`src/rtl/simd_add_pipe.sv`:
```
// ---------------------------------------------------------------------------
// simd_add_pipe
//
// Lane-partitioned add/subtract on a DATA_W-bit word. The word is treated as
// one full-width lane or as 2, 4, ... equal lanes down to LANE_MIN bits. The
// carry chain is cut only at active lane boundaries. Optional per-lane signed
// saturation and per-lane carry-out / signed-overflow flags are provided. The
// arithmetic is done in the first register stage; the remaining PIPE-1
// stages are plain pass-through registers under a single global stall.
//
// Ports
//   clk          clock
//   rst          synchronous active-high reset, clears all stages
//   in_valid     operand beat valid
//   in_ready     block can accept a beat this cycle (low only while stalled)
//   in_mode      lane width select: lane width = LANE_MIN << in_mode
//   in_sub       1 = A - B, 0 = A + B
//   in_sat       1 = saturate each lane on signed overflow
//   in_a, in_b   operands
//   out_valid    result valid
//   out_ready    downstream accepts the result
//   out_sum      lane-wise result
//   out_cout     carry-out per minimum lane (only at the top min-lane of
//                each active lane, 0 elsewhere)
//   out_ovf      signed overflow per minimum lane (same placement)
//   out_illegal  beat carried a lane width wider than DATA_W
// ---------------------------------------------------------------------------
module simd_add_pipe #(
    parameter int DATA_W   = 32,
    parameter int LANE_MIN = 8,
    parameter int NLANE    = DATA_W / LANE_MIN,
    parameter int MODE_W   = 2,
    parameter int PIPE     = 2
) (
    input  logic              clk,
    input  logic              rst,
    input  logic              in_valid,
    output logic              in_ready,
    input  logic [MODE_W-1:0] in_mode,
    input  logic              in_sub,
    input  logic              in_sat,
    input  logic [DATA_W-1:0] in_a,
    input  logic [DATA_W-1:0] in_b,
    output logic              out_valid,
    input  logic              out_ready,
    output logic [DATA_W-1:0] out_sum,
    output logic [NLANE-1:0]  out_cout,
    output logic [NLANE-1:0]  out_ovf,
    output logic              out_illegal
);

    localparam int LOG_NL = $clog2(NLANE);

    // Stage-1 combinational results
    logic              w_illegal;
    logic [DATA_W-1:0] w_raw_sum;
    logic [NLANE-1:0]  w_raw_cout;
    logic [NLANE-1:0]  w_raw_ovf;
    logic [NLANE-1:0]  w_top;
    logic [DATA_W-1:0] w_sum;
    logic [NLANE-1:0]  w_cout;
    logic [NLANE-1:0]  w_ovf;
    logic              w_stall;

    // Pipeline registers; index PIPE-1 drives the outputs
    logic [PIPE-1:0]   r_valid;
    logic [DATA_W-1:0] r_sum     [PIPE];
    logic [NLANE-1:0]  r_cout    [PIPE];
    logic [NLANE-1:0]  r_ovf     [PIPE];
    logic              r_illegal [PIPE];

    always_comb begin : arith
        logic                carry;
        logic [LANE_MIN:0]   part;
        logic [LANE_MIN-1:0] a_l;
        logic [LANE_MIN-1:0] b_l;
        logic                a_msb;
        int                  grp;
        int                  t;

        carry      = 1'b0;
        part       = '0;
        a_l        = '0;
        b_l        = '0;
        a_msb      = 1'b0;
        t          = 0;
        w_raw_sum  = '0;
        w_raw_cout = '0;
        w_raw_ovf  = '0;
        w_top      = '0;
        w_sum      = '0;
        w_cout     = '0;
        w_ovf      = '0;

        w_illegal = (32'(in_mode) > LOG_NL);
        // Number of minimum lanes per active lane; forced to 1 for an illegal
        // mode so every index below stays in range (result is zeroed anyway).
        grp = w_illegal ? 1 : (1 << in_mode);

        // Ripple through minimum lanes; the carry is re-seeded with in_sub at
        // the bottom of every active lane, so internal seams of a wide lane
        // still propagate.
        for (int j = 0; j < NLANE; j++) begin
            a_l = in_a[j*LANE_MIN +: LANE_MIN];
            b_l = in_b[j*LANE_MIN +: LANE_MIN] ^ {LANE_MIN{in_sub}};
            if ((j & (grp - 1)) == 0) begin
                carry = in_sub;
            end
            part = {1'b0, a_l} + {1'b0, b_l} + {{LANE_MIN{1'b0}}, carry};
            carry = part[LANE_MIN];
            w_raw_sum[j*LANE_MIN +: LANE_MIN] = part[LANE_MIN-1:0];
            w_raw_cout[j] = carry;
            // Only meaningful at the top min-lane of an active lane
            w_raw_ovf[j]  = (a_l[LANE_MIN-1] == b_l[LANE_MIN-1]) &&
                            (part[LANE_MIN-1] != a_l[LANE_MIN-1]);
            w_top[j]      = ((j & (grp - 1)) == (grp - 1));
        end

        // Saturation: every min-lane looks at the overflow and A sign of the
        // top min-lane of the active lane it belongs to.
        for (int j = 0; j < NLANE; j++) begin
            t     = j | (grp - 1);
            a_msb = in_a[t*LANE_MIN + LANE_MIN - 1];
            if (in_sat && w_raw_ovf[t]) begin
                if (w_top[j]) begin
                    w_sum[j*LANE_MIN +: LANE_MIN] = {a_msb, {(LANE_MIN-1){~a_msb}}};
                end else begin
                    w_sum[j*LANE_MIN +: LANE_MIN] = {LANE_MIN{~a_msb}};
                end
            end else begin
                w_sum[j*LANE_MIN +: LANE_MIN] = w_raw_sum[j*LANE_MIN +: LANE_MIN];
            end
        end

        w_cout = w_raw_cout & w_top;
        w_ovf  = w_raw_ovf & w_top;

        if (w_illegal) begin
            w_sum  = '0;
            w_cout = '0;
            w_ovf  = '0;
        end
    end

    // Global stall: nothing moves while the output is held.
    assign w_stall  = r_valid[PIPE-1] & ~out_ready;
    assign in_ready = ~w_stall;

    always_ff @(posedge clk) begin
        if (rst) begin
            r_valid <= '0;
            for (int s = 0; s < PIPE; s++) begin
                r_sum[s]     <= '0;
                r_cout[s]    <= '0;
                r_ovf[s]     <= '0;
                r_illegal[s] <= 1'b0;
            end
        end else if (!w_stall) begin
            r_valid[0]   <= in_valid;
            r_sum[0]     <= w_sum;
            r_cout[0]    <= w_cout;
            r_ovf[0]     <= w_ovf;
            r_illegal[0] <= w_illegal;
            for (int s = 1; s < PIPE; s++) begin
                r_valid[s]   <= r_valid[s-1];
                r_sum[s]     <= r_sum[s-1];
                r_cout[s]    <= r_cout[s-1];
                r_ovf[s]     <= r_ovf[s-1];
                r_illegal[s] <= r_illegal[s-1];
            end
        end
    end

    assign out_valid   = r_valid[PIPE-1];
    assign out_sum     = r_sum[PIPE-1];
    assign out_cout    = r_cout[PIPE-1];
    assign out_ovf     = r_ovf[PIPE-1];
    assign out_illegal = r_illegal[PIPE-1];

endmodule
```
`config.mk`:
```
export PLATFORM = sky130hd
export DESIGN_NAME = simd_add_pipe
export DESIGN_NICKNAME = d
export VERILOG_FILES = /design/src/rtl/simd_add_pipe.sv
export SDC_FILE = /design/constraint.sdc
export NUM_CORES = 1
export LEC_CHECK = 0
export ABC_AREA = 0
export ABC_CLOCK_PERIOD_IN_PS = 8710
export CORE_MARGIN = 3
export CORE_UTILIZATION = 31
export DETAILED_ROUTE_END_ITERATION = 12
export HOLD_SLACK_MARGIN = 0.03
export SLEW_MARGIN = 20
export SYNTH_ARGS = -nofsm -noshare
export SYNTH_HDL_FRONTEND = slang
export SYNTH_SLANG_ARGS = --single-unit
```
`constraint.sdc`:
```
create_clock -name clk -period 8.71 [get_ports clk]
set_input_delay 0.871 -clock clk [delete_from_list [all_inputs] [get_ports clk]]
set_output_delay 0.871 -clock clk [all_outputs]
set_load 0.05 [all_outputs]
```
Yosys cells after proc, flatten, opt, wreduce, memory -nomap -nowiden
Memories as Yosys holds them, arrays and structs flattened.
Index checks and enable logic that the tools add are counted.
{"block": "totals", "reg_bits": 2, "ram_bits": 82, "in_bits": 72, "out_inout_bits": 43, "wordCells": 127, "mem_count": 4}
{"block": "classes", "add_sub_neg": 17, "magnitude_cmp": 9, "n_eq_ne": 8, "shift": 1, "n_mux": 51, "bitwise_logic": 21, "n_reduce_logical": 15}
{"memory": "r_sum", "words": 2, "word_bits": 32, "rd": 2, "rd_clocked_by_memory_dff": 0, "wr": 2, "line": "67", "text": "logic [DATA_W-1:0] r_sum [PIPE];"}
{"memory": "r_cout", "words": 2, "word_bits": 4, "rd": 2, "rd_clocked_by_memory_dff": 0, "wr": 2, "line": "68", "text": "logic [NLANE-1:0] r_cout [PIPE];"}
{"memory": "r_ovf", "words": 2, "word_bits": 4, "rd": 2, "rd_clocked_by_memory_dff": 0, "wr": 2, "line": "69", "text": "logic [NLANE-1:0] r_ovf [PIPE];"}
{"memory": "r_illegal", "words": 2, "word_bits": 1, "rd": 2, "rd_clocked_by_memory_dff": 0, "wr": 2, "line": "70", "text": "logic r_illegal [PIPE];"}
{"cell": "subtractor 32 x 2 -> 32 bit (second input constant)", "count": 5}
{"cell": "adder 32 x 5 -> 32 bit (second input constant)", "count": 4}
{"cell": "zero test 32 bit", "count": 4}
{"cell": "< comparator 32 x 4 -> 1 bit (second input constant)", "count": 4}
{"cell": "< comparator 32 x 7 -> 1 bit (second input constant)", "count": 4}
{"cell": "2-to-1 mux 32 bit", "count": 4}
{"cell": "2-to-1 mux 8 bit", "count": 8}
{"cell": "zero test 31 bit", "count": 2}
{"cell": "adder 8 x 8 -> 9 bit", "count": 4}
{"cell": "adder 9 x 1 -> 9 bit", "count": 4}
{"cell": "<< shifter 1 x 2 -> 32 bit (first input constant)", "count": 1}
{"cell": "bitwise XOR 8 bit", "count": 4}
{"cell": "zero test 30 bit", "count": 1}
{"cell": "2-to-1 mux 1 bit", "count": 28}
{"cell": "2-to-1 mux 4 bit", "count": 6}
{"cell": "binary-select mux 1 bit (select 5 bit)", "count": 4}
{"cell": "AND 4 bit", "count": 2}
{"cell": "logical AND 1 bit", "count": 8}
{"cell": "OR 1 bit", "count": 8}
{"cell": "NOT 1 bit", "count": 6}
{"cell": "== test 1 bit", "count": 4}
{"cell": "inequality test 1 bit", "count": 4}
{"cell": "binary-select mux 1 bit (select 2 bit)", "count": 1}
{"cell": "> comparator 2 bit (second input constant)", "count": 1}
{"cell": "AND 1 bit", "count": 1}

Longest topological paths before layout
Gate-level depths: netlist of run 1.
{"block": "logic_depth", "ltp_word": 19, "depth_mapped": 38, "depth_no_buf": 37}

Worst setup path after synthesis of run 1
No wires, ideal clock.
{"block": "synth_timing", "kind": "input to register", "start": "input in_sub", "end": "memory r_sum[0][18], data pin", "setup_time_ps": 267, "arrival_ps": 7531, "t_required_ps": 8443, "setup_slack_ps": 912, "path_stages": 37, "path_buffers": 2, "cell_sequence": "buf_6 clkbuf_1 xor2_1 ha_1 nor2b_1 o31a_1 o21ai_0 nand2b_1 a21o_1 a21o_1 o21ai_0 fa_1 fa_1 nor2b_1 o21ai_0 a21oi_1 o31a_1 o21ai_0 a21oi_1 a21oi_1 fa_1 fa_1 nor2b_1 o21ai_0 nand2b_1 a211oi_1 o21bai_1 a21o_1 o21ai_0 fa_1 nor2b_1 o31ai_1 a31oi_2 xnor2_2 o32ai_1 a21o_1 o21ai_0"}
{"element": "from (decl)", "line": "40", "text": "input logic in_sub,"}
{"element": "to (decl)", "line": "67"}

==> results.txt, run 1 <==
Status: complete, no violations
DRC viols: 0
Hold Crit Depth: 2
FF-to-FF setup slack: 6320 ps
Setup violations, final: 0
Antenna Violating Nets Remaining: 0
NumNets Final: 687
WL/cell: 15.0 um
Hold buffers post-CTS: 0
CP max-delay cell: clkdlybuf4s50_1
Power Density: 184 nW/um2
Total power: 1.28 mW
Unrepaired setup endpoints after global routing: false
EDFF count, synth: 82
CP bufs+invs: 2
Period utilization: 93.7%
Mean Syn Cell Area: 11.0 um2
Critical Path Source Type: input port
Max Slew Vio Count: 0
IO Count: 115
IO Port Bufs: 114
Die width: 139 um
DR iter-0 viols: 245
Library cells used by synthesis: 57
Antenna violations before repair: 0
Worst Hold End: r_valid[0]
CTS buffer count: 9
WP depth: 38
Reg clk slew, reported paths: 60 ps
Placed Area: 6580 um2
Worst endpoint required time: 8810 ps
Max_slew headroom: 30.5%
Root buffer cell: clkbuf_16
Die Area: 19,400 um2
GRT overflow: 0
Vias per Instance: 4.65
Max-Cap Viols: 0
Crit path DAT: 8260 ps
First-pass GRT wire length: 19.2 mm
Max Clock Skew: 5.75 ps
Worst Setup End Kind: register
Post-synth top area cell: edfxtp_1
Area of the core: 17,300 um2
Slowest stage delay, CP: 470 ps
Pre-antenna DRT Iters: 5
Die Ht: 139 um
Post-Syn Nets: 610
Ys async rst share: 0%
Clock Path Buffers: 2
Fmax: 0.123 GHz
Yosys warnings: 0
Area share of the largest cell type after synthesis: 44.8%
Setup Total Neg Slack: 0 ps
GRT Util Overall: 12.2%
Sequential share of the synthesized area: 45.6%
Initial Util: 31.8%
Htree depth: 3
Worst reg2reg startpoint: r_valid[1]
Rows: 48
Final cell utilization of the core: 40.2%
Gpl congestion: 0.849
Synth area leaders: edfxtp_1, ha_1, xor2_1, buf_4, and2_1
Clk Latency, worst-skew pair: 330 ps
Flops & latches, synth: 84
R2R depth: 5
Fillers: 1,688
Final hold vios: 0
Startpoint of the worst hold path: r_valid[0]
Cells after synthesis: 498
Minimum clock period: 8160 ps
DR vias: 3,746
Maximum fanout along the worst path: 3
Kind of cell adding the most delay to the critical path: adder cells
Final Cell Area: 6950 um2
Clock Sinks: 84
Kind of critical path: in -> reg
Worst-margin pin slew: 1040 ps
Routed wire length: 12.1 mm
CTS tree: done
Maximum vdd drop: 0.101 mV
Largest net degree at the start of global routing: 83
HPWL Detailed: 9.69 mm
Vias in the first global route: 3,722
Ant. Diodes: 0
Worst r2r dst: r_sum[0][2]
Most frequent CP cell: fa_1
Top_reg_cell synth: edfxtp_1
Post-Syn Area: 5490 um2
Syn-to-layout area delta: 26.6%
Share of cells above drive strength 1: 8.10%
Min-delay worst type: reg -> reg
Pleak: 2.82 nW
[registers in the layout (all words and copies together) (netlist names)]
name / flops
r_sum: 64
r_cout: 8
r_ovf: 8
r_illegal: 2
r_valid: 2
[repair_timing]
| action | CTS | global route |
|---|---|---|
| pin swaps | 0 | 5 |
| gates resized for setup | 2 | 20 |
| setup endpoints to repair | 2 | 34 |
| buffers inserted | 0 | 4 |
[power by group]
part,internal (mW),leakage (nW),switching [mW],total [mW]
Clock,0.199,0.140,0.156,0.356
Sequential,0.501,0.988,0.0114,0.512
Combinational,0.176,1.69,0.237,0.412
[cell usage after synthesis (all sizes together), types with 4 or more instances]
cell / count
a211oi: 6
a21o: 8
a21oi: 26
and2: 42
buf: 42
clkbuf: 14
edfxtp: 82
fa: 7
ha: 33
inv: 22
mux2i: 5
nand2: 14
nand2b: 16
nor2: 17
nor2b: 12
nor3: 8
o21a: 6
o21ai: 28
o31ai: 7
or3: 4
xnor2: 17
xor2: 36
[worst register-to-register path: stages, from the launching register on]
cell and delay [ps]:
dfxtp_1 320, nor2b_1 580, or3_1 740, a311oi_1 140
o21ai_2 190, o21ai_0 160
[routing by layer]
metal,GRT usage (%),share of wire (%)
met3,1.55,4.4
met4,5.51,2.5
met1,17.0,47
met5,0,0
met2,19.2,46
[kinds of logic (layout without fill, tap and decap cells)]
family / after synthesis / count (layout) / share of synthesized area [%]
and+or+nand+nor: 131 / 131 / 13.8
other: 1 / 1 / 0.0683
DFF: 84 / 84 / 45.6
adders and majority gates: 40 / 40 / 10.1
buffers and inverters: 78 / 160 / 8.22
xor gates and xnor gates: 53 / 53 / 8.59
muxes: 6 / 6 / 1.18
AOI/OAI and AO/OA: 105 / 105 / 12.5
[cell usage in the layout (no fill, tap or decap), drive strengths merged, types with 16 or more instances in the layout]
| cell | count |
|---|---|
| clkdlybuf4s50 | 113 |
| edfxtp | 82 |
| and2 | 42 |
| xor2 | 36 |
| ha | 33 |
| o21ai | 28 |
| a21oi | 26 |
| inv | 26 |
| xnor2 | 17 |
| nor2 | 17 |
| nand2b | 16 |
[cell type report]
| cell class | instances | area, um2 | share of cell area (%) |
|---|---|---|---|
| multi-input cells | 336 | 2610 | 37.5 |
| clock buffers | 10 | 229 | 3.29 |
| repair buffers | 122 | 1200 | 17.2 |
| well taps | 225 | 282 | 4.05 |
| inverters | 22 | 82.6 | 1.19 |
| flip-flops and latches | 84 | 2500 | 36.0 |
| clock inverters | 6 | 55.1 | 0.792 |
[stage by stage]
stage | hold WS [ps] | instances | worst slack, ps
3_3_place_gp | 440 | 785 | -209
3_5_place_dp | 447 | 785 | -384
4_1_cts | 456 | 801 | 18.4
5_1_grt | 498 | 805 | 17.7
6_report | 455 | 805 | 549
2_1_floorplan | 426 | 498 | 912
[how the worst max path moves through the flow]
stage | from | endpoint
floorplan | in_sub | r_sum[0][18]
global placement | in_b[1] | r_cout[0][3]
detailed placement | in_b[1] | r_cout[0][3]
CTS | in_b[1] | r_cout[0][3]
global route | in_b[1] | r_cout[0][3]
finish | in_b[1] | r_cout[0][3]
No activity file was read; power rests on OpenSTA's default activity.
==> inputs of run 2 (changes only) <==
--- a/config.mk
+++ b/config.mk
@@ -11,7 +11,8 @@
 export CORE_UTILIZATION = 31
 export DETAILED_ROUTE_END_ITERATION = 12
 export HOLD_SLACK_MARGIN = 0.03
-export SLEW_MARGIN = 20
+export SKIP_LAST_GASP = 1
+export SLEW_MARGIN = 0
 export SYNTH_ARGS = -nofsm -noshare
 export SYNTH_HDL_FRONTEND = slang
 export SYNTH_SLANG_ARGS = --single-unit
==> run 2 against run 1 <==
Against the previous run: die area unchanged; highest routed layer unchanged; critical path type unchanged; utilization about the same; first-iteration DRC count down 5.7%; cell area about the same; setup slack better by 12 ps; largest cell class unchanged; flip-flop and latch count unchanged; combinational power about the same; register-to-register slack better by 70 ps; routed wire length down 0.29%; largest power group unchanged; final cell count unchanged.
==> results.txt, run 2 (synthesis results as in run 1) <==
Pleak: 2.82 nW (about the same)
Placed Area: 6580 um2 (unchanged)
Share of cells above drive strength 1: 8.10% (unchanged)
Dpl cells: 785 (unchanged)
Period utilization: 93.6% (-0.14 points)
CTS tree: done
DR iter-0 viols: 231 (-5.7%)
Kind of critical path: in -> reg
Pre-antenna DRT Iters: 4 (-1)
Critical Path Source Type: input port
Commonest non-fill, non-tap cells in the layout: clkdlybuf4s50_1, edfxtp_1, and2_1, xor2_1, ha_1
Unrepaired setup endpoints after global routing: false
Clk network pwr share: 27.8% (about the same)
Maximum vdd drop: 0.100 mV (-0.36%)
HPWL Detailed: 9.69 mm (unchanged)
Worst endpoint required time: 8820 ps (about the same)
Syn-to-layout area delta: 26.5% (about the same)
Max-Cap Viols: 0 (unchanged)
Comb pwr share: 32.2% (about the same)
Min-delay worst type: reg -> reg
Max_slew headroom: 22.6% (-7.9 points)
GRT overflow: 0 (unchanged)
Most frequent CP cell: fa_1
Clock Path Buffers: 2 (unchanged)
Psw: 405 uW (+0.16%)
Vias in the first global route: 3,722 (unchanged)
NumNets Final: 687 (unchanged)
Htree depth: 3 (unchanged)
Root buffer cell: clkbuf_16
IO Count: 115 (unchanged)
Biggest regs: r_sum (64), r_cout (8), r_ovf (8)
Power Density: 184 nW/um2 (+0.11%)
Kind of cell adding the most delay to the critical path: adder cells
DRC viols: 0 (unchanged)
FF-to-FF setup slack: 6390 ps (+70 ps)
Setup Total Neg Slack: 0 ps (unchanged)
Max Slew Vio Count: 0 (unchanged)
CP bufs+invs: 2 (unchanged)
Die Area: 19,400 um2 (unchanged)
Vias per Instance: 4.65 (-0.11%)
GRT Util Overall: 12.2% (unchanged)
Largest net degree at the start of global routing: 83 (unchanged)
Area of the core: 17,300 um2 (unchanged)
Reg clk slew, reported paths: 60 ps (about the same)
Minimum clock period: 8150 ps (-12.0 ps)
Worst-margin pin slew: 1160 ps (+118 ps)
Ant. Diodes: 0 (unchanged)
CTS buffer count: 9 (unchanged)
Max Clock Skew: 6.09 ps (+0.334 ps)
Top reg by flops: r_sum
Final cell utilization of the core: 40.2% (about the same)
Antenna Violating Nets Remaining: 0 (unchanged)
Worst Setup End Kind: register
Final hold vios: 0 (unchanged)
Die width: 139 um (unchanged)
Slowest stage delay, CP: 470 ps (about the same)
Antenna violations before repair: 0 (unchanged)
Rows: 48 (unchanged)
Fmax: 0.123 GHz (+0.15%)
First-pass GRT wire length: 19.2 mm (unchanged)
Routed wire length: 12.0 mm (-0.29%)
Initial Util: 31.8% (unchanged)
Largest register FFs: 64 (unchanged)
Hold buffers post-CTS: 0 (unchanged)
Die Ht: 139 um (unchanged)
WL/cell: 14.9 um (-0.29%)
DR vias: 3,742 (-0.11%)
Maximum fanout along the worst path: 3 (unchanged)
Most common cell after layout, fill and taps aside: clkdlybuf4s50_1
Setup violations, final: 0 (unchanged)
Cell Count, Final, Fillers Out: 805 (unchanged)
Crit path DAT: 8250 ps (about the same)
Status: complete, no violations
P_int: 875 uW (about the same)
Flop pwr share: 40.0% (about the same)
Gpl congestion: 0.849 (unchanged)
Sw Ratio: 31.6% (+0.038 points)
IO Port Bufs: 114 (unchanged)
Final Cell Area: 6950 um2 (about the same)
Clock Sinks: 84 (unchanged)
CP max-delay cell: clkdlybuf4s50_1
Clk Latency, worst-skew pair: 330 ps (about the same)
==> run 2: layout make-up <==
| type | count | area (um2) |
|---|---|---|
| tap | 225 | 282 |
| sequential | 84 | 2500 |
| multi-input combinational | 336 | 2600 |
| inverter | 22 | 82.6 |
| fill | 1688 | 10300 |
| timing repair buffer | 122 | 1200 |
| clock buffer | 10 | 229 |
| clock inverter | 6 | 55.1 |
==> run 2: final timing paths <==
path / from / end / cells after the start
max: in_b[1] / r_cout[0][3] / 38
min: r_valid[0] / r_valid[0] / 2
max reg2reg: r_valid[1] / r_sum[0][2] / 5
min reg2reg: r_valid[0] / r_valid[0] / 2
==> run 2: worst register-to-register path, stage by stage, from the launching register on <==
cell and delay [ps]:
dfxtp_1 320, nor2b_1 530, or3_1 740, a311oi_1 140, o21ai_2 180, o21ai_0 150
==> run 2: per-layer routing <==
layer | vias up | part of all wire (%) | global-route usage, %
li1 | 1901 | - | -
met1 | 1716 | 47 | 17.0
met2 | 105 | 46 | 19.2
met3 | 20 | 4.4 | 1.55
met4 | 0 | 2.8 | 5.51
met5 | - | 0 | 0
==> run 2: through the flow <==
step / power [mW] / setup WS [ps] / hold slack, ps
floorplan: 0.810 / 912 / 426
global placement: 0.916 / -209 / 440
detailed placement: 0.922 / -384 / 447
CTS: 1.28 / 18.4 / 456
global route: 1.35 / 17.7 / 498
finish: 1.28 / 561 / 453
==> run 2: power by group through the flow <==
stage               Clock [mW]  Combinational, mW  Sequential (mW)
floorplan                    0              0.291            0.518
global placement             0              0.395            0.521
detailed placement           0              0.400            0.522
CTS                      0.364              0.404            0.513
global route             0.382              0.449            0.517
finish                   0.356              0.413            0.512
==> run 2: timing repair <==
item	in CTS	in global routing
endpoints found under the hold margin	0	0
pin swaps	0	5
buffers inserted	0	4
endpoints found under the setup margin	2	34
gates resized for setup	2	20
==> inputs of run 3 (changes only) <==
--- a/config.mk
+++ b/config.mk
@@ -7,7 +7,7 @@
 export LEC_CHECK = 0
 export ABC_AREA = 0
 export ABC_CLOCK_PERIOD_IN_PS = 8710
-export CORE_MARGIN = 3
+export CORE_ASPECT_RATIO = 1.5
 export CORE_UTILIZATION = 31
 export DETAILED_ROUTE_END_ITERATION = 12
 export HOLD_SLACK_MARGIN = 0.03
==> run 3 against run 2 <==
Against the previous run: final cell count down 1.9%; critical path depth is the same; combinational power is 2% lower; via count grew 0.64%; clock power decreased by 2%; cell area shrank 0.29%; critical path type unchanged; hold slack improved by 13 ps; sequential power barely moved; flip-flop and latch count is the same.
==> results.txt, run 3 (synthesis results as in run 1) <==
Placed Area: 6560 um2 (-0.34%)
Fmax: 0.123 GHz (about the same)
Worst-margin pin slew: 1130 ps (-33.0 ps)
Setup violations, final: 0 (unchanged)
DR iter-0 viols: 144 (-38%)
Syn-to-layout area delta: 26.2%
FF-to-FF setup slack: 6280 ps (-110 ps)
Clock Path Buffers: 2 (unchanged)
Worst endpoint required time: 8760 ps (-60 ps)
Antenna Violating Nets Remaining: 0 (unchanged)
Storage cell area: 2500 um2 (unchanged)
Kind of critical path: in -> reg
Final hold vios: 0 (unchanged)
Commonest non-fill, non-tap cells in the layout: clkdlybuf4s50_1, edfxtp_1, and2_1, xor2_1, ha_1
Antenna violations before repair: 0 (unchanged)
Final Cell Area: 6930 um2 (-0.29%)
DR vias: 3,766 (+0.64%)
Pre-antenna DRT Iters: 4 (unchanged)
Total power: 1.27 mW (-1.1%)
Largest register FFs: 64 (unchanged)
Vias per Instance: 4.77 (+2.6%)
Crit path DAT: 8200 ps (-50 ps)
GRT overflow: 0 (unchanged)
Top reg by flops: r_sum
CTS tree: done
Biggest regs: r_sum (64), r_cout (8), r_ovf (8)
Htree depth: 3 (unchanged)
DRC viols: 0 (unchanged)
CP max-delay cell: clkdlybuf4s50_1
Power Density: 183 nW/um2 (-0.79%)
Final WS setup: 561 ps (-0.485 ps)
Routed wire length: 11.7 mm (-2.3%)
Max Clock Skew: 10.9 ps (+4.80 ps)
Final cell utilization of the core: 39.9% (-0.23 points)
Maximum fanout along the worst path: 8 (+5)
Vias in the first global route: 3,753 (+0.83%)
Clk Latency, worst-skew pair: 330 ps (about the same)
Pleak: 2.79 nW (-1.1%)
Period utilization: 93.6% (about the same)
Gpl congestion: 0.872 (+2.6%)
GRT Util Overall: 12.8% (+0.54 points)
Area of the multi-input gates: 2640 um2 (+1.2%)
Rows: 59 (+23%)
Die Ht: 165 um (+19%)
Pre-CTS WS: -72.2 ps (+312 ps)
IO Count: 115 (unchanged)
Worst reg2reg startpoint: r_valid[1]
IO Port Bufs: 114 (unchanged)
Worst Setup End Kind: register
Status: complete, no violations
Area of the core: 17,300 um2 (+0.30%)
Die width: 111 um (-20%)
Unrepaired setup endpoints after global routing: false
First-pass GRT wire length: 18.3 mm (-4.7%)
Reg clk slew, reported paths: 60 ps (about the same)
Most frequent CP cell: o21ai_0
HPWL Detailed: 9.31 mm (-3.9%)
Minimum clock period: 8150 ps (+0.485 ps)
Crit. Startpoint: in_b[1]
Root buffer cell: clkbuf_16
Fillers: 1,669 (-1.1%)
Ant. Diodes: 0 (unchanged)
Slowest stage delay, CP: 500 ps (+30 ps)
Clock Sinks: 84 (unchanged)
Initial Util: 31.7% (-0.094 points)
Max Slew Vio Count: 0 (unchanged)
WL/cell: 14.9 um (-0.41%)
Critical Path Source Type: input port
CTS buffer count: 9 (unchanged)
Maximum vdd drop: 0.113 mV (+13%)
Die Area: 18,300 um2 (-5.6%)
Hold buffers post-CTS: 0 (unchanged)
Min-delay worst type: reg -> reg
Share of cells above drive strength 1: 7.80% (-0.30 points)
Max_slew headroom: 24.8% (+2.2 points)
NumNets Final: 684 (-0.44%)
Max-Cap Viols: 0 (unchanged)
Most common cell after layout, fill and taps aside: clkdlybuf4s50_1
Largest net degree at the start of global routing: 83 (unchanged)
Startpoint of the worst hold path: r_valid[0]
Tightest hold margin: 466 ps (+13.0 ps)
==> run 3: cell count changes in the layout (fill, tap and decap cells not counted), moves of 4 or more <==
cell,delta
o21ai_0,+8
o21ai_1,-6
buf_4,-4
clkinvlp_4,+4
==> run 3: what timing repair did <==
item / in CTS / in global routing
setup buffers: 0 / 1
gates resized for setup: 0 / 16
endpoints found under the setup margin: 0 / 33
==> run 3: routing by layer <==
metal	routed length (um)	global-route usage [%]	vias to the layer above	part of all wire (%)
met3	354	2.09	19	3.0
met5	0	0	-	0
met1	5020	14.7	1776	43
met2	6090	23.3	87	52
li1	-	-	1884	-
met4	280	5.70	0	2.4
==> run 3: area by class of cell <==
cell class              instances  share of cell area (%)
multi-input cells             337                    38.0
flip-flops and latches         84                    36.1
repair buffers                118                    16.8
well taps                     213                    3.85
clock buffers                  10                    3.30
inverters                      22                    1.19
clock inverters                 6                   0.686
==> run 3: path summary, 6_finish.rpt <==
path                                endpoint  depth (start not counted)
worst min register to register    r_valid[0]                          2
worst min-delay path              r_valid[0]                          2
worst max register to register   r_sum[0][2]                          5
worst max-delay path            r_sum[0][15]                         38
==> run 3: power breakdown <==
| group | total [mW] | internal [mW] | switching [mW] |
|---|---|---|---|
| Sequential | 0.514 | 0.501 | 0.0128 |
| Combinational | 0.404 | 0.174 | 0.230 |
| Clock | 0.349 | 0.195 | 0.154 |
==> run 3: worst max-delay path, delay by kind of cell <==
kind                     cells  cell delay (ps)
adder cells (fa/ha/maj)      6             2450
XOR/XNOR                     2              320
AND/OR/NAND/NOR              7              850
buffers and inverters        3              750
multiplexers                 1              160
AO/OA/AOI/OAI               19             2810
==> run 3: per-stage QoR <==
step | std cells | setup TNS, ps
final | 790 | 0
after global routing | 790 | 0
after CTS | 788 | 0
after detailed placement | 772 | -217
after global placement | 772 | 0
after floorplan | 498 | 0
